--- config.mk ---
export PLATFORM = sky130hd
export DESIGN_NAME = muldiv_unit
export DESIGN_NICKNAME = d
export VERILOG_FILES = /design/src/rtl/muldiv_pkg.sv /design/src/rtl/muldiv_unit_sign_fix.sv /design/src/rtl/muldiv_unit.sv
export SDC_FILE = /design/constraint.sdc
export NUM_CORES = 1
export LEC_CHECK = 0
export BUFFER_PORTS_ARGS = -buffer_cell sky130_fd_sc_hd__buf_4
export CAP_MARGIN = 15
export CORE_UTILIZATION = 55
export DETAILED_ROUTE_END_ITERATION = 12
export HOLD_SLACK_MARGIN = 0.1
export PLACE_DENSITY = 0.78
export SYNTH_ARGS = -nofsm -noshare
export SYNTH_HDL_FRONTEND = slang
export SYNTH_SLANG_ARGS = --single-unit
export TNS_END_PERCENT = 50
--- constraint.sdc ---
create_clock -name clk -period 4.7 [get_ports clk]
set_clock_uncertainty 0.2 [all_clocks]
set_input_delay 0.235 -clock clk [delete_from_list [all_inputs] [get_ports clk]]
set_output_delay 0.235 -clock clk [all_outputs]
set_load 0.02 [all_outputs]
--- src/rtl/muldiv_pkg.sv ---
// Shared encodings and default sizes for the iterative multiply/divide unit.
package muldiv_pkg;

  localparam int DEFAULT_DATA_WIDTH = 32;
  localparam int DEFAULT_CNT_WIDTH  = 6;

  typedef enum logic [1:0] {
    OP_MULT  = 2'd0,
    OP_MULTU = 2'd1,
    OP_DIV   = 2'd2,
    OP_DIVU  = 2'd3
  } op_e;

  typedef enum logic [1:0] {
    S_IDLE = 2'd0,
    S_CALC = 2'd1,
    S_FIX  = 2'd2,
    S_DONE = 2'd3
  } state_e;

endpackage

--- src/rtl/muldiv_unit_sign_fix.sv ---
// Combinational conditional two's-complement negate used during the FIX cycle.
module muldiv_unit_sign_fix #(
  parameter int WIDTH = 32
) (
  input  logic             neg,
  input  logic [WIDTH-1:0] value,
  output logic [WIDTH-1:0] result
);

  assign result = neg ? (~value + WIDTH'(1)) : value;

endmodule

--- src/rtl/muldiv_unit.sv ---
// Iterative MULT/MULTU/DIV/DIVU engine feeding the HI/LO write port.
// Magnitudes are iterated unsigned; signs are restored in a single FIX cycle.
import muldiv_pkg::*;

module muldiv_unit #(
  parameter int DATA_WIDTH = DEFAULT_DATA_WIDTH,
  parameter int CNT_WIDTH  = DEFAULT_CNT_WIDTH
) (
  input  logic                  clk,
  input  logic                  rst,
  input  logic                  start,
  input  logic [1:0]            op,
  input  logic [DATA_WIDTH-1:0] src_a,
  input  logic [DATA_WIDTH-1:0] src_b,
  input  logic                  flush,
  output logic                  busy,
  output logic                  write_en,
  output logic [DATA_WIDTH-1:0] hi_write_data,
  output logic [DATA_WIDTH-1:0] lo_write_data
);

  localparam int W = DATA_WIDTH;

  state_e             state;
  logic [CNT_WIDTH-1:0] cnt;
  op_e                op_reg;
  logic               sign_a;
  logic               sign_b;
  logic [W-1:0]       opnd_reg;   // multiplicand (MUL) or divisor (DIV) magnitude
  logic [2*W-1:0]     acc;        // {hi, lo}: product accumulator or {rem, quot}

  // Operand capture: signed ops iterate on magnitudes
  logic         in_signed;
  logic         in_div;
  logic         in_neg_a;
  logic         in_neg_b;
  logic [W-1:0] mag_a;
  logic [W-1:0] mag_b;

  assign in_signed = (op_e'(op) == OP_MULT) || (op_e'(op) == OP_DIV);
  assign in_div    = op[1];
  assign in_neg_a  = in_signed & src_a[W-1];
  assign in_neg_b  = in_signed & src_b[W-1];
  assign mag_a     = in_neg_a ? (~src_a + W'(1)) : src_a;
  assign mag_b     = in_neg_b ? (~src_b + W'(1)) : src_b;

  // One iteration step of the shift-add multiplier and the restoring divider
  logic [W:0]     mul_sum;
  logic [2*W-1:0] mul_next;
  logic [W:0]     rem_sh;
  logic           div_ge;
  logic [W-1:0]   div_diff;
  logic [2*W-1:0] div_next;

  always_comb begin
    mul_sum  = {1'b0, acc[2*W-1:W]} + {1'b0, (acc[0] ? opnd_reg : '0)};
    mul_next = {mul_sum, acc[W-1:1]};
    rem_sh   = acc[2*W-1:W-1];
    div_ge   = rem_sh >= {1'b0, opnd_reg};
    div_diff = rem_sh[W-1:0] - opnd_reg;
    div_next = {(div_ge ? div_diff : rem_sh[W-1:0]), acc[W-2:0], div_ge};
  end

  // Sign correction: product and quotient follow sign_a^sign_b, remainder follows the dividend
  logic [2*W-1:0] prod_fixed;
  logic [W-1:0]   quot_fixed;
  logic [W-1:0]   rem_fixed;
  logic           is_div;
  logic           div_by_zero;

  assign is_div      = (op_reg == OP_DIV) || (op_reg == OP_DIVU);
  assign div_by_zero = (opnd_reg == '0);

  muldiv_unit_sign_fix #(.WIDTH(2*W)) u_prod_fix (
    .neg    (sign_a ^ sign_b),
    .value  (acc),
    .result (prod_fixed)
  );

  muldiv_unit_sign_fix #(.WIDTH(W)) u_quot_fix (
    .neg    (sign_a ^ sign_b),
    .value  (acc[W-1:0]),
    .result (quot_fixed)
  );

  muldiv_unit_sign_fix #(.WIDTH(W)) u_rem_fix (
    .neg    (sign_a),
    .value  (acc[2*W-1:W]),
    .result (rem_fixed)
  );

  // Main FSM and iteration datapath
  always_ff @(posedge clk or posedge rst) begin
    if (rst) begin
      state         <= S_IDLE;
      cnt           <= '0;
      op_reg        <= OP_MULT;
      sign_a        <= 1'b0;
      sign_b        <= 1'b0;
      opnd_reg      <= '0;
      acc           <= '0;
      hi_write_data <= '0;
      lo_write_data <= '0;
    end else begin
      case (state)
        S_IDLE: begin
          if (start && !flush) begin
            op_reg   <= op_e'(op);
            sign_a   <= in_neg_a;
            sign_b   <= in_neg_b;
            opnd_reg <= in_div ? mag_b : mag_a;
            acc      <= {{W{1'b0}}, (in_div ? mag_a : mag_b)};
            cnt      <= '0;
            state    <= S_CALC;
          end
        end
        S_CALC: begin
          if (flush) begin
            state <= S_IDLE;
          end else begin
            acc <= is_div ? div_next : mul_next;
            cnt <= cnt + CNT_WIDTH'(1);
            if (cnt == CNT_WIDTH'(W - 1)) begin
              state <= S_FIX;
            end
          end
        end
        S_FIX: begin
          if (flush) begin
            state <= S_IDLE;
          end else begin
            if (is_div) begin
              // Divide by zero: quotient is all ones; remainder already equals the dividend
              hi_write_data <= rem_fixed;
              lo_write_data <= div_by_zero ? '1 : quot_fixed;
            end else begin
              hi_write_data <= prod_fixed[2*W-1:W];
              lo_write_data <= prod_fixed[W-1:0];
            end
            state <= S_DONE;
          end
        end
        default: begin
          state <= S_IDLE;
        end
      endcase
    end
  end

  assign busy     = (state != S_IDLE);
  assign write_en = (state == S_DONE) & ~flush;

endmodule
# Word-level counts from Yosys, hierarchy flattened
# Index checks and enable logic that the tools add are counted.
[word_totals] ff_bits=172 output_inout_bits=66 inputBits=70
[classes] n_addsub=8 magnitude_cmp=1 n_mux=24 n_reduce_logical=13 n_bitwise=10 eq_ne=10
[op_table] op="32-bit two-way mux" count=11
[op_table] op="64-bit two-way mux" count=4
[op_table] op="32-bit by 1-bit adder with 32-bit output (second input constant)" count=4
[op_table] op="32-bit NOT" count=4
[op_table] op="64-bit case mux with 2 select lines" count=1
[op_table] op="64-bit by 1-bit adder with 64-bit output (second input constant)" count=1
[op_table] op="64-bit NOT" count=1
[op_table] op="32-bit by 32-bit adder with 33-bit output" count=1
[op_table] op="33-bit by 32-bit >= comparator with 1-bit output" count=1
[op_table] op="32-bit zero test" count=1
[op_table] op="32-bit subtractor" count=1
[op_table] op="6-bit two-way mux" count=2
[op_table] op="6-bit case mux with 2 select lines" count=1
[op_table] op="2-bit == test (second input constant)" count=5
[op_table] op="2-bit two-way mux" count=4
[op_table] op="6-bit by 1-bit adder with 6-bit output (second input constant)" count=1
[op_table] op="6-bit by 5-bit == test with 1-bit output (second input constant)" count=1
[op_table] op="2-bit case mux with 3 select lines" count=1
[op_table] op="2-bit AND reduction" count=3
[op_table] op="2-bit zero test" count=2
[op_table] op="2-bit != test (second input constant)" count=2
[op_table] op="2-bit nonzero test" count=2
[op_table] op="1-bit AND" count=3
[op_table] op="3-bit != test (second input constant)" count=1
[op_table] op="7 further kinds" count=8

# Logic depth before layout (Yosys ltp)
[depth] ltp_word=7 mapped_depth=14

# Cells and area by module
# A second synthesis with hierarchy kept.
[hier_totals] hier_cells=2096 hier_area_um2=16737.3
[by_module_without_submodules] mod="muldiv_unit" area_per_inst_um2=13534.2 instances=1 cells_each=1692
[by_module_without_submodules] mod="muldiv_unit_sign_fix (u_prod_fix)" area_per_inst_um2=1649.1 instances=1 cells_each=206
[by_module_without_submodules] mod="muldiv_unit_sign_fix (u_quot_fix ...)" area_per_inst_um2=777.0 instances=2 cells_each=99

# Least setup slack after synthesis
# OpenSTA, ideal clock, no wires.
[synth_path] kind="register -> register" start="register acc[0]" end="register acc[53]" path_slack_ns=1.384 setup_ns=0.126 stages_incl_launch_ff=13 path_buffers=1 synth_period_minus_slack_ns=3.316 arrival_ns=2.990 cell_sequence="dfrtp_1 -> inv_1 -> buf_1 -> nor2_1 -> ha_1 -> a211o_1 -> o31a_1 -> a41o_1 -> a31o_2 -> nor2_1 -> o21ai_0 -> xor2_1 -> a221o_1"
[synth_via] elab_chain_len=5
[synth_lines] item="start, declared" line="muldiv_unit.sv:30" rtl="logic [2*W-1:0] acc;"
[synth_lines] item="start signal, assigned" line="muldiv_unit.sv:112" rtl="acc <= {{W{1'b0}}, (in_div ? mag_a : mag_b)};"
[synth_lines] item="start signal, assigned" line="muldiv_unit.sv:121" rtl="acc <= is_div ? div_next : mul_next;"
[synth_lines] item="32-bit two-way mux" line="muldiv_unit.sv:56" rtl="mul_sum = {1'b0, acc[2*W-1:W]} + {1'b0, (acc[0] ? opnd_reg : '0)};"
[synth_lines] item="32-bit by 32-bit adder with 33-bit output" line="muldiv_unit.sv:56"
[synth_lines] item="64-bit two-way mux" line="muldiv_unit.sv:121"
[synth_lines] item="64-bit two-way mux" line="muldiv_unit.sv:118" rtl="if (flush) begin"
[synth_lines] item="64-bit case mux with 2 select lines" line="muldiv_unit.sv:105" rtl="case (state)"
# No other way between the ends. The select of a mux whose other input is x is not followed.
# A chain may end at the register's enable or synchronous reset.

# Worst setup path after layout
[layout_path] start="register acc[0]" end="register acc[59]"
# Same word-level chain as after synthesis.

==> impl_metrics.py <==
metrics = {
    "clock_tree": {
        "cts-buffers-inserted": 17,
        "cts_tree": "yes",
        "clock_tree.root_cell": "sky130_fd_sc_hd__clkbuf_16",
        "cts_hold_repair.buffers": 39,
        "worstSkewPairLatency_ns": 0.45,
        "clkSlewWorstSetupHoldPaths_ns": 0.07,
        "ctsLongestPathBuffers": 2,
        "clock-sinks": 171,
        "cts.repair_timing.setup_buffer_count": 0,
        "post_cts_resized": 0,
        "htreeDepth": 4,
    },
    "yosys": {
        "post_synth_num_cell_types": 80,
        "synth.net_count": 2014,
        "synth_area_per_cell_um2": 7.68,
        "synth.yosys.seq_area_share_pct": 29.7,
        "synth-seq-cells": 171,
        "synthesis.yosys.warnings": 0,
        "synthCells": 1873,
        "synth_flop_cell": "sky130_fd_sc_hd__dfrtp_1",
        "synth_async_sr_flop_share_pct": 100,
        "synth_enable_flop_cells": 0,
        "syn-cell-area_mm2": 0.0144,
    },
    "global_routing": {
        "total_global_route_track_usage_pct": 35.9,
        "grt_first_pass_wirelength_mm": 74.9,
        "overflow": 0,
        "number_of_antenna_violations_at_the_first_check_in_global_routing": 0,
        "first_global_vias": 13925,
        "grt_max_degree": 101,
    },
    "setup_path": {
        "endpoint_kind": "register",
        "cp_cell_sequence": "inv_1 -> buf_4 -> nor2_1 -> ha_1 -> a211o_1 -> o31a_1 -> a41o_1 -> a31o_2 -> a211oi_1 -> nor2_1 -> nor4b_1 -> a211oi_1",
        "critical_path.max_fanout": 18,
        "arrival_time_of_the_worst_setup_path_ns": 3.98,
        "critical-path-max-stage-delay_ns": 0.44,
        "critPathKind": "reg -> reg",
        "crit_slowest_cell": "sky130_fd_sc_hd__dfrtp_1",
        "required_ns": 4.81,
        "start_kind": "register",
    },
    "job": {
        "timing.max_cap.violations": 0,
    },
    "status": {
        "status": "complete, no violations",
    },
    "route": {
        "routed_via_count_divided_by_cell_count": 6.27,
        "dr.first_iter.drc_count": 1602,
        "drtPass1Iterations": 7,
        "totalWireLength_mm": 47.3,
        "vias": 14654,
        "drc": 0,
        "drt-wirelength-per-cell_um": 20.2,
        "drtAntennaViolNets": 0,
    },
    "placed_design": {
        "post-place-cells": 2266,
        "buffer_ports.inserted": 135,
        "dp_hpwl_mm": 35.4,
        "place_congestion": 0.989,
    },
    "sta": {
        "max_clock_freq_mhz": 258,
        "hold_violation_total_from_the_final_report": 0,
        "final-max-slew-violation-count": 0,
        "layout_min_cycle_time_ns": 3.87,
        "timing.setup.tns_ns": 0,
        "unrepaired_setup_endpoints_after_global_routing": "no",
        "layout_worst_path_cycle_share_pct": 82.3,
        "relSlewSlack_pct": 33.9,
        "worst_pin_slew_ns": 0.991,
        "report.final.setup_viol": 0,
    },
    "power": {
        "part_of_the_power_in_the_clock_network_pct": 16.2,
        "power_density_mw_per_mm2": 515,
        "pwr-share-seq_pct": 27.2,
        "net-switching-power_mw": 4.18,
        "p_int_mw": 4.40,
        "static-leakage-power_nw": 7.50,
        "switching_share_pct": 48.7,
        "p_comb_share_pct": 56.5,
        "vdd_ir_drop_max_uv": 268,
    },
    "final_layout": {
        "finish.net_count": 2135,
        "largest_register_ffs": 64,
        "n_diodes": 0,
        "post_route_cells_drive_above_1_share_pct": 11.7,
        "registers.top_by_ff_count": "acc",
        "filler_free_cell_count_of_the_finished_design": 2337,
        "layout.cells.most_common": "sky130_fd_sc_hd__nor2_1",
        "synthToLayoutAreaGrowth_pct": 15.7,
        "mostFrequentLayoutCells": "244 x sky130_fd_sc_hd__nor2_1, 222 x sky130_fd_sc_hd__a21oi_1, 190 x sky130_fd_sc_hd__nand2_1",
    },
    "floorplan": {
        "placement_rows": 58,
        "start_util_pct": 56.6,
        "dieWidth_um": 164,
        "io_pins": 136,
        "placeableCoreArea_mm2": 0.0254,
        "dieArea_mm2": 0.0268,
        "die_h_um": 164,
    },
    "worst_hold_path": {
        "worstHoldPathType": "in -> reg",
    },
}
## cells in the mapped netlist, types with 16 or more instances
library cell               number  area (um2)
sky130_fd_sc_hd__ha_1          69         863
sky130_fd_sc_hd__a21o_1        32         240
sky130_fd_sc_hd__nor4_1        23         144
sky130_fd_sc_hd__o211ai_1      19         143
sky130_fd_sc_hd__o21ai_0      154         771
sky130_fd_sc_hd__nand3_1       16        80.1
sky130_fd_sc_hd__a21oi_1      223        1120
sky130_fd_sc_hd__a211oi_1      16         120
sky130_fd_sc_hd__nor3_1        48         240
sky130_fd_sc_hd__xnor2_1       95         832
sky130_fd_sc_hd__o21ai_1       21         105
sky130_fd_sc_hd__nor2_1       245         920
sky130_fd_sc_hd__clkbuf_1      87         327
sky130_fd_sc_hd__dfrtp_1      171        4280
sky130_fd_sc_hd__inv_1         62         233
sky130_fd_sc_hd__nand2_1      190         713
sky130_fd_sc_hd__nand4_1       18         113
sky130_fd_sc_hd__xor2_1        81         709
sky130_fd_sc_hd__mux2i_1       47         470
sky130_fd_sc_hd__o31ai_1       21         158
sky130_fd_sc_hd__nand2b_1      18         113
## worst paths after layout
check	from	endpoint	slack, ns	cells past startpoint
setup / recovery	acc[0]	acc[59]	0.83	12
max in group asynchronous	rst	acc[19]	2.87	4
min in group asynchronous	rst	acc[39]	0.33	3
hold / removal	src_b[15]	acc[15]	0.1	5
hold reg to reg	hi_write_data[19]	hi_write_data[19]	0.28	2
setup reg to reg	acc[0]	acc[59]	0.83	12
## cells by family (layout without fill, tap and decap cells)
| group | after synthesis | after routing | synth area share [%] |
|---|---|---|---|
| AOI/OAI and AO/OA | 597 | 597 | 24.8 |
| buffers and inverters | 167 | 301 | 4.51 |
| adders and majority gates | 71 | 71 | 6.28 |
| DFF | 171 | 171 | 29.7 |
| muxes | 50 | 50 | 3.50 |
| and+or+nand+nor | 641 | 641 | 20.4 |
| xor gates and xnor gates | 176 | 176 | 10.7 |
## per-layer routing
metal  GRT usage [%]  wire (um)
met2            57.6      22100
met1            49.3      20400
met3            4.37       3330
met4            13.5       1530
met5               0          0
## final cells by class
class                      count  area (um2)
clock buffer                  18         429
clock inverter                14         129
fill                        2240        8750
inverter                      63         240
multi-input combinational   1535        9500
sequential                   171        4280
tap                          330         413
timing repair buffer         206        1660
## worst max-delay path, delay by kind of cell, from the launching register on
family          cells  cell delay (ns)
compound gates      6             1.62
fa+ha+maj           1             0.36
simple gates        3             0.54
flops               1             0.44
buf+inv             2             0.56
## power groups by stage
stage | sequential [mW] | clock (mW) | combinational (mW)
6_report | 2.34 | 1.39 | 4.85
5_1_grt | 2.36 | 1.47 | 5.33
4_1_cts | 2.31 | 1.40 | 4.75
3_5_place_dp | 2.34 | 0 | 4.69
3_3_place_gp | 2.33 | 0 | 4.64
2_1_floorplan | 2.13 | 0 | 3.55
## stage by stage
step,utilization [%],cell area (um2),power (mW),setup WS (ns),hold WS [ns]
floorplan,-,14400,5.68,1.38,0.201
global placement,61.8,15700,6.97,1.00,0.263
detailed placement,61.8,15700,7.03,0.902,0.272
CTS,65.6,16600,8.46,0.878,0.101
global route,65.6,16600,9.16,0.682,0.103
finish,65.6,16600,8.58,0.831,0.0962
Power figures use the tool's default switching activity.
